--- src/rtl/pref_pkg.sv ---
// Shared definitions for the prefetch issue path: address width, default line
// size and the line-alignment helper used before every compare or store.
package pref_pkg;

  localparam int ADDR_W        = 64;
  localparam int LINE_BITS_DEF = 6;

  function automatic logic [ADDR_W-1:0] line_align(input logic [ADDR_W-1:0] addr,
                                                   input int unsigned line_bits);
    return addr & ~((ADDR_W'(1) << line_bits) - ADDR_W'(1));
  endfunction

endpackage

--- src/rtl/pref_hist_cam.sv ---
// Small fully-associative history of recently issued lines: one circular write
// port, four parallel compare ports.
module pref_hist_cam
  import pref_pkg::*;
#(
  parameter int HIST = 4
) (
  input  logic              clk,
  input  logic              rst_n,
  input  logic              clear,
  input  logic              wr_en,
  input  logic [ADDR_W-1:0] wr_line,
  input  logic [ADDR_W-1:0] cmp_line [4],
  output logic [3:0]        hit
);

  localparam int PW = (HIST > 1) ? $clog2(HIST) : 1;

  logic [ADDR_W-1:0] lines [HIST];
  logic [HIST-1:0]   valid;
  logic [PW-1:0]     ptr;

  // Oldest entry is the one the pointer sits on, so writes overwrite it.
  always_ff @(posedge clk) begin
    if (!rst_n || clear) begin
      valid <= '0;
      ptr   <= '0;
    end else if (wr_en) begin
      lines[ptr] <= wr_line;
      valid[ptr] <= 1'b1;
      ptr        <= (ptr == PW'(HIST - 1)) ? '0 : ptr + PW'(1);
    end
  end

  always_comb begin
    hit = '0;
    for (int p = 0; p < 4; p++) begin
      for (int h = 0; h < HIST; h++) begin
        if (valid[h] && (lines[h] == cmp_line[p])) hit[p] = 1'b1;
      end
    end
  end

endmodule

--- src/rtl/pref_issue_queue.sv ---
// Prefetch issue queue: filters up to three line candidates per cycle against
// queue and history, enqueues survivors in priority order, issues in FIFO order.
module pref_issue_queue
  import pref_pkg::*;
#(
  parameter int DEPTH     = 8,
  parameter int HIST      = 4,
  parameter int LINE_BITS = LINE_BITS_DEF
) (
  input  logic                     clk,
  input  logic                     rst_n,
  input  logic [ADDR_W-1:0]        pref_addr1_i,
  input  logic [ADDR_W-1:0]        pref_addr2_i,
  input  logic [ADDR_W-1:0]        pref_addr3_i,
  input  logic                     pref_valid1_i,
  input  logic                     pref_valid2_i,
  input  logic                     pref_valid3_i,
  input  logic                     flush_i,
  output logic                     req_valid_o,
  output logic [ADDR_W-1:0]        req_addr_o,
  input  logic                     req_ready_i,
  output logic [$clog2(DEPTH):0]   count_o,
  output logic [15:0]              drop_cnt_o
);

  localparam int AW = $clog2(DEPTH);
  localparam int CW = AW + 1;

  logic [ADDR_W-1:0] q [DEPTH];
  logic [AW-1:0]     rd_ptr, wr_ptr;
  logic [CW-1:0]     count;
  logic [15:0]       drop_cnt;

  logic [ADDR_W-1:0] cand_addr [3];
  logic [ADDR_W-1:0] cand_line [3];
  logic [ADDR_W-1:0] cmp_line  [4];
  logic [AW-1:0]     push_idx  [3];
  logic [2:0]        cand_valid, in_q, surv, push_en;
  logic [DEPTH-1:0]  occ;
  logic [3:0]        hist_hit;
  logic [CW-1:0]     free, n_push;
  logic [1:0]        n_drop;
  logic [16:0]       drop_sum;
  logic              pop;

  assign cand_addr[0] = pref_addr1_i;
  assign cand_addr[1] = pref_addr2_i;
  assign cand_addr[2] = pref_addr3_i;
  assign cand_valid   = {pref_valid3_i, pref_valid2_i, pref_valid1_i};

  assign pop      = (count != '0) & req_ready_i;
  assign free     = CW'(DEPTH) - count + CW'(pop);
  assign drop_sum = {1'b0, drop_cnt} + 17'(n_drop);

  assign cmp_line[0] = cand_line[0];
  assign cmp_line[1] = cand_line[1];
  assign cmp_line[2] = cand_line[2];
  assign cmp_line[3] = q[rd_ptr];

  // The head still counts as occupied while it is being popped, so a candidate
  // matching it is filtered rather than re-queued.
  always_comb begin
    for (int e = 0; e < DEPTH; e++) begin
      occ[e] = CW'(AW'(AW'(e) - rd_ptr)) < count;
    end
    for (int i = 0; i < 3; i++) begin
      cand_line[i] = line_align(cand_addr[i], LINE_BITS);
      in_q[i]      = 1'b0;
      for (int e = 0; e < DEPTH; e++) begin
        if (occ[e] && (q[e] == cand_line[i])) in_q[i] = 1'b1;
      end
    end

    surv[0] = cand_valid[0] & ~in_q[0] & ~hist_hit[0];
    surv[1] = cand_valid[1] & ~in_q[1] & ~hist_hit[1]
            & ~(surv[0] & (cand_line[1] == cand_line[0]));
    surv[2] = cand_valid[2] & ~in_q[2] & ~hist_hit[2]
            & ~(surv[0] & (cand_line[2] == cand_line[0]))
            & ~(surv[1] & (cand_line[2] == cand_line[1]));

    n_push  = '0;
    n_drop  = '0;
    push_en = '0;
    for (int i = 0; i < 3; i++) begin
      push_idx[i] = wr_ptr + n_push[AW-1:0];
      if (surv[i]) begin
        if (n_push < free) begin
          push_en[i] = 1'b1;
          n_push     = n_push + CW'(1);
        end else begin
          n_drop = n_drop + 2'd1;
        end
      end
    end
  end

  // Flush drops queue contents and pending traffic but keeps the drop statistic.
  always_ff @(posedge clk) begin
    if (!rst_n) begin
      for (int e = 0; e < DEPTH; e++) q[e] <= '0;
      rd_ptr   <= '0;
      wr_ptr   <= '0;
      count    <= '0;
      drop_cnt <= '0;
    end else if (flush_i) begin
      rd_ptr <= '0;
      wr_ptr <= '0;
      count  <= '0;
    end else begin
      for (int i = 0; i < 3; i++) begin
        if (push_en[i]) q[push_idx[i]] <= cand_line[i];
      end
      wr_ptr   <= wr_ptr + n_push[AW-1:0];
      rd_ptr   <= rd_ptr + AW'(pop);
      count    <= count + n_push - CW'(pop);
      drop_cnt <= drop_sum[16] ? 16'hFFFF : drop_sum[15:0];
    end
  end

  pref_hist_cam #(.HIST(HIST)) u_hist (
    .clk      (clk),
    .rst_n    (rst_n),
    .clear    (flush_i),
    .wr_en    (pop & ~flush_i & ~hist_hit[3]),
    .wr_line  (q[rd_ptr]),
    .cmp_line (cmp_line),
    .hit      (hist_hit)
  );

  assign req_valid_o = (count != '0);
  assign req_addr_o  = q[rd_ptr];
  assign count_o     = count;
  assign drop_cnt_o  = drop_cnt;

endmodule
--- config.mk ---
export PLATFORM = sky130hd
export DESIGN_NAME = pref_issue_queue
export DESIGN_NICKNAME = d
export VERILOG_FILES = /design/src/rtl/pref_pkg.sv /design/src/rtl/pref_hist_cam.sv /design/src/rtl/pref_issue_queue.sv
export SDC_FILE = /design/constraint.sdc
export NUM_CORES = 2
export LEC_CHECK = 0
export BUFFER_PORTS_ARGS = -buffer_cell sky130_fd_sc_hd__buf_2
export CAP_MARGIN = 25
export CELL_PAD_IN_SITES_DETAIL_PLACEMENT = 0
export CELL_PAD_IN_SITES_GLOBAL_PLACEMENT = 1
export CORE_MARGIN = 4
export CORE_UTILIZATION = 45
export DETAILED_ROUTE_END_ITERATION = 8
export PLACE_DENSITY = 0.72
export SLEW_MARGIN = 20
export SYNTH_ARGS = -nofsm -noshare
export SYNTH_HDL_FRONTEND = slang
export SYNTH_SLANG_ARGS = --single-unit
--- constraint.sdc ---
create_clock -name clk -period 9.1 [get_ports clk]
set_input_delay 0 -clock clk [delete_from_list [all_inputs] [get_ports clk]]
set_output_delay 0 -clock clk [all_outputs]
set_load 0.01 [all_outputs]
==> results of run 1 <==
-- per-layer routing --
metal,GRT overflow,track usage [%]
met3,74,71.6
met5,8,48.8
met4,649,73.1
met1,104,83.4
met2,1173,93.4
-- cell usage after synthesis, types with 38 or more instances --
library cell	n	area (sq um)
buf_1	42	158
buf_2	313	1570
clkbuf_1	305	1140
edfxtp_1	696	20900
ha_1	38	475
inv_1	213	800
mux2_1	81	912
mux2_2	363	4090
mux2i_1	485	4850
mux4_2	116	2610
nand2_1	268	1010
nand3_1	59	295
nand4_1	361	2260
nor2_1	454	1700
nor3_1	68	340
nor4_1	368	2300
o22ai_1	68	425
o31ai_1	40	300
or3_1	45	282
xnor2_1	1284	11200
xor2_1	1049	9190
-- per-stage QoR --
step | cells | hold WS [ns] | cell area, sq um | utilization, %
floorplan | 7132 | 0.153 | 70700 | -
global placement | 9154 | 0.418 | 75000 | 48.0
detailed placement | 9164 | 0.421 | 75200 | 48.1
CTS | 9348 | 0.00102 | 78500 | 50.2
-- logic make-up after synthesis --
logic type / synth area share [%]
other cells: 0.00531
compound gates: 3.13
buf+inv: 5.82
simple gates: 12.8
xor+xnor: 28.9
flops: 30.5
fa+ha+maj: 0.786
mux: 18.1
==> metrics.md, run 1 <==
| Metric | Value |
|---|---|
| First-pass GRT wire length | around 900 mm |
| Initial Util | approximately 45% |
| DP HPWL | 427 mm |
| Post-synth ARST share | 0% |
| Flop and latch count out of synthesis | roughly 730 |
| Stage reached | global routing (5_1_grt) |
| First Err | [ERROR GRT-0116] Global routing finished with congestion. Check the congestion regions in the DRC Viewer. |
| CTS sink cnt | between 700 and 800 |
| Place WS | 1.08 ns |
| Die height | around 400 microns |
| Ys flop type | edfxtp_1 |
| Clock H-tree levels | 3 |
| TritonCTS Buffers | between 90 and 100 |
| Root Driver | clkbuf_16 |
| Total global-route track usage | between 80% and 90% |
| Post-synth EDFFs | just under 700 |
| Boundary Pins | 284 |
| Remaining global-route overflow | roughly 2000 |
| Post-CTS setup repair buffer count | 0 |
| Synth warn | 0 |
| Deepest clock path buffer count | 3 |
| Vias in the first global route | 80900 |
| Pin count of the biggest net entering global routing | ~120 |
| Library cells used by synthesis | 82 |
| Placer Congestion | 1.32 |
| Run status | did not finish |
| Synth Cell Area | 70700 sq um |
| Cells after Synth | around 7100 |
| Mean Syn Cell Area | 9.91 sq um |
| Resized Gates After CTS | 0 |
| Number of port buffers | between 200 and 300 |
| Hold Buf Count CTS | 12 |
| Register area share after synthesis | a little under a third |
| Die X | about 400 microns |
| Row cnt | 145 |
==> run 2: changes to the inputs <==
- CELL_PAD_IN_SITES_DETAIL_PLACEMENT: 0 -> unset
- CELL_PAD_IN_SITES_GLOBAL_PLACEMENT: 1 -> unset
- CORE_UTILIZATION: 45 -> 30
- PLACE_DENSITY: 0.72 -> unset
- PLACE_DENSITY_LB_ADDON: unset -> 0.15
==> metrics.md, run 2 <==
| Metric | Value |
|---|---|
| Run status | finished clean |
| Peak VDD IR | around 0.00016 V |
| Initial antenna violation count | around 140 |
| Setup TNS | 0 ns |
| CTS tree | yes |
| Clk Latency, worst-skew pair | between 0.8 and 0.9 ns |
| Fillcell total | about 24000 |
| Clock share of power | about 22% |
| Worst-path clk slew | approximately 0.060 ns |
| Synth Cell Area | between 70000 and 80000 sq um |
| Slowest-stage cell, CP | nor4_2 |
| Ys flop type | edfxtp_1 |
| RSZ-0062 raised after global routing | no |
| Final setup fails | 0 |
| Max FFs per register | ~460 |
| HP Class | input pin to flip-flop |
| Biggest register | q |
| Met3 usage | 36.9% |
| Root Driver | clkbuf_16 |
| Initial Util | between 30% and 40% |
| Remaining global-route overflow | 0 |
| Yosys top cell area share | slightly below 30% |
| CTS sink cnt | about 730 |
| Area Growth Syn to Fin | 15.3% |
| Die X | approximately 490 microns |
| Row cnt | about 180 |
| Core area | ~230000 sq um |
| Crit path DAT | a little under 9 ns |
| Worst setup EP type | flip-flop |
| PD cells | between 200 and 250 nW/um^2 |
| Router iterations before antenna repair | 8 |
| Worst Clk Skew | 0.0651 ns |
| Synth area leader | edfxtp_1 |
| DRT antenna net count | 0 |
| Post-CTS setup repair buffer count | 0 |
| Synth warn | 0 |
| GRT busiest layer | met2 |
| First-pass GRT wire length | between 800 and 900 mm |
| Critical path, cell by cell | buf_12 -> xnor2_1 -> inv_1 -> ha_1 -> o21ai_0 -> a21oi_1 -> nor4_1 -> nor4_2 -> buf_4 -> nand3_2 -> o21ai_4 -> mux2i_1 -> inv_1 -> ha_1 -> fa_1 -> xor2_1 -> nand2_1 -> nor3_4 -> or4_4 -> buf_4 |
| R2r setup slk | 0.69 ns |
| Place WS | a little over 0.8 ns |
| Clock H-tree levels | 3 |
| R2r startpoint | rd_ptr[1] |
| Mean Syn Cell Area | slightly below 10 sq um |
| Register area share after synthesis | around 30% |
| Min Hold Slack | between 0.04 and 0.05 ns |
| Deepest clock path buffer count | 3 |
| Boundary Pins | 284 |
| Remaining DRCs | 0 |
| GR Layer Usage met2 | 71.9% |
| Library cells used by synthesis | approximately 80 |
| Vias in the first global route | 67200 |
| Hold Path Depth | 3 |
| Die height | ~500 microns |
| Met1 global-route usage | about three fifths |
| DP HPWL | a little under 500 mm |
| Final worst slack | ~0.7 ns |
| Flop and latch count out of synthesis | between 700 and 800 |
| Final Max Tran Viols | 0 |
| Worst-Margin Slew | 1.39 ns |
| Crit share post-route | approximately 90% |
| Switch Pwr | approximately 9.5 mW |
| Slew headroom | between 5 and 6% |
| Share of layout cells above drive strength 1 | roughly a fifth |
| Placer Congestion | about 1.2 |
| DR vias | 78700 |
| Most common cell after layout, fill and taps aside | xnor2_1 |
| Resized Gates After CTS | 0 |
| Highest Clock Rate | ~0.12 GHz |
| Nets@finish | between 7000 and 8000 |
| Synth top area cells | edfxtp_1 30%, xnor2_1 16%, xor2_1 13% |
| Final hold violations | 0 |
| Count leader, synth | xnor2_1 |
| Max-cap violations | 0 |
| Total Die Area | 243000 sq um |
| DRT Wirelength | ~700 mm |
| Switching Fraction | between 50% and 60% |
| Leak pwr | around 28 nW |
| Post-synth ARST share | 0% |
| Max incr delay on CP | between 0.9 and 1 ns |
| Hold Path End | q[5][48] |
| Routed WL per cell | between 60 and 70 microns |
| Post-synth EDFFs | 696 |
| Combinational Power Share | a little under half |
| Tmin final | between 8 and 9 ns |
| CP Max Fanout | 96 |
| Vias per cell | around 7.4 |
| Synth cell count leaders | 1284 x xnor2_1, 1049 x xor2_1, 696 x edfxtp_1, 485 x mux2i_1, 454 x nor2_1 |
| Hold Crit Start | pref_addr2_i[54] |
| CP startpoint | rd_ptr[1] |
| Number of port buffers | around 260 |
| Total global-route track usage | 55.7% |
| Reg2reg path depth | 20 |
| Sequential share of power | between 30% and 40% |
| TritonCTS Buffers | 97 |
| Setup crit start kind | flip-flop |
| Iter 0 DRT Violations | around 16000 |
| Crit Path Class | flip-flop to flip-flop |
| Pint | about 9 mW |
| WP data required | 9.62 ns |
| Pin count of the biggest net entering global routing | 107 |
| Reg-to-reg endpoint | q[4][29] |
| Cells after Synth | about 7100 |
| Most frequent cells in the layout | 1280 x xnor2_1, 1043 x xor2_1, 696 x edfxtp_1, 485 x buf_4, 450 x nor2_1 |
[run 2: stage by stage]
stage	utilization (%)	cells	total power, mW	instance area [sq um]
finish	34.9	10600	18.5	81400
global route	34.8	10500	18.1	81200
CTS	34.5	10500	17.4	80500
detailed placement	33.1	10300	13.4	77200
global placement	33.0	10200	13.3	77000
floorplan	-	7132	8.50	70700
[run 2: power groups by stage]
stage	Combinational [mW]	Clock, mW	Sequential, mW
final	8.67	4.11	5.73
after global routing	8.35	4.20	5.54
after CTS	7.78	4.09	5.56
after detailed placement	7.75	0	5.62
after global placement	7.72	0	5.63
after floorplan	3.69	0	4.81
[run 2: repair_timing]
item                                    4_1_cts  5_1_grt
hold buffers                                 17        3
endpoints found under the setup margin        0        0
endpoints found under the hold margin        66       12
[run 2: worst max-delay path, delay by kind of cell, from the launching register on]
family	cells	cell delay [ns]
buf+inv	5	1.29
fa+ha+maj	3	0.93
simple gates	6	2.63
compound gates	3	1.65
mux	1	0.34
flops	1	0.36
xor+xnor	2	0.71
[run 2: final cells by class]
| class | instances | area (sq um) | share of cell area (%) |
|---|---|---|---|
| clock buffers | 121 | 2590 | 3.18 |
| clock inverters | 58 | 582 | 0.714 |
| inverters | 230 | 863 | 1.06 |
| repair buffers | 739 | 5760 | 7.07 |
| multi-input cells | 5468 | 45900 | 56.3 |
| flip-flops and latches | 728 | 21500 | 26.5 |
| diodes | 114 | 285 | 0.350 |
| well taps | 3132 | 3920 | 4.81 |
[run 2: cells by family (layout without fill, tap and decap cells)]
logic type,Yosys count,after routing,share of synthesized area [%]
AOI/OAI and AO/OA,296,296,3.13
adders and majority gates,42,42,0.786
xor gates and xnor gates,2333,2333,28.9
and+or+nand+nor,1726,1726,12.8
buffers and inverters,936,1148,5.82
other,1,120,0.00531
DFF,728,728,30.5
muxes,1065,1065,18.1
[run 2: worst max-delay path by stage]
stage,endpoint,slack (ns),cells after the start
after floorplan,q[5][0],1.04,23
after CTS,q[0][52],0.79,20
final,q[4][29],0.69,20
after global placement,q[4][29],0.89,20
after global routing,drop_cnt_o[3],0.49,24
after detailed placement,q[4][29],0.81,20
[run 2: per-layer routing]
metal | wire (microns) | vias to the layer above | share of wire, %
met5 | 2570 | - | 0.37
li1 | - | 25500 | -
met2 | 263000 | 9650 | 38
met4 | 87500 | 70 | 13
met3 | 110000 | 3856 | 16
met1 | 236000 | 39600 | 34
Note: power is estimated with default switching activity, not from simulation.
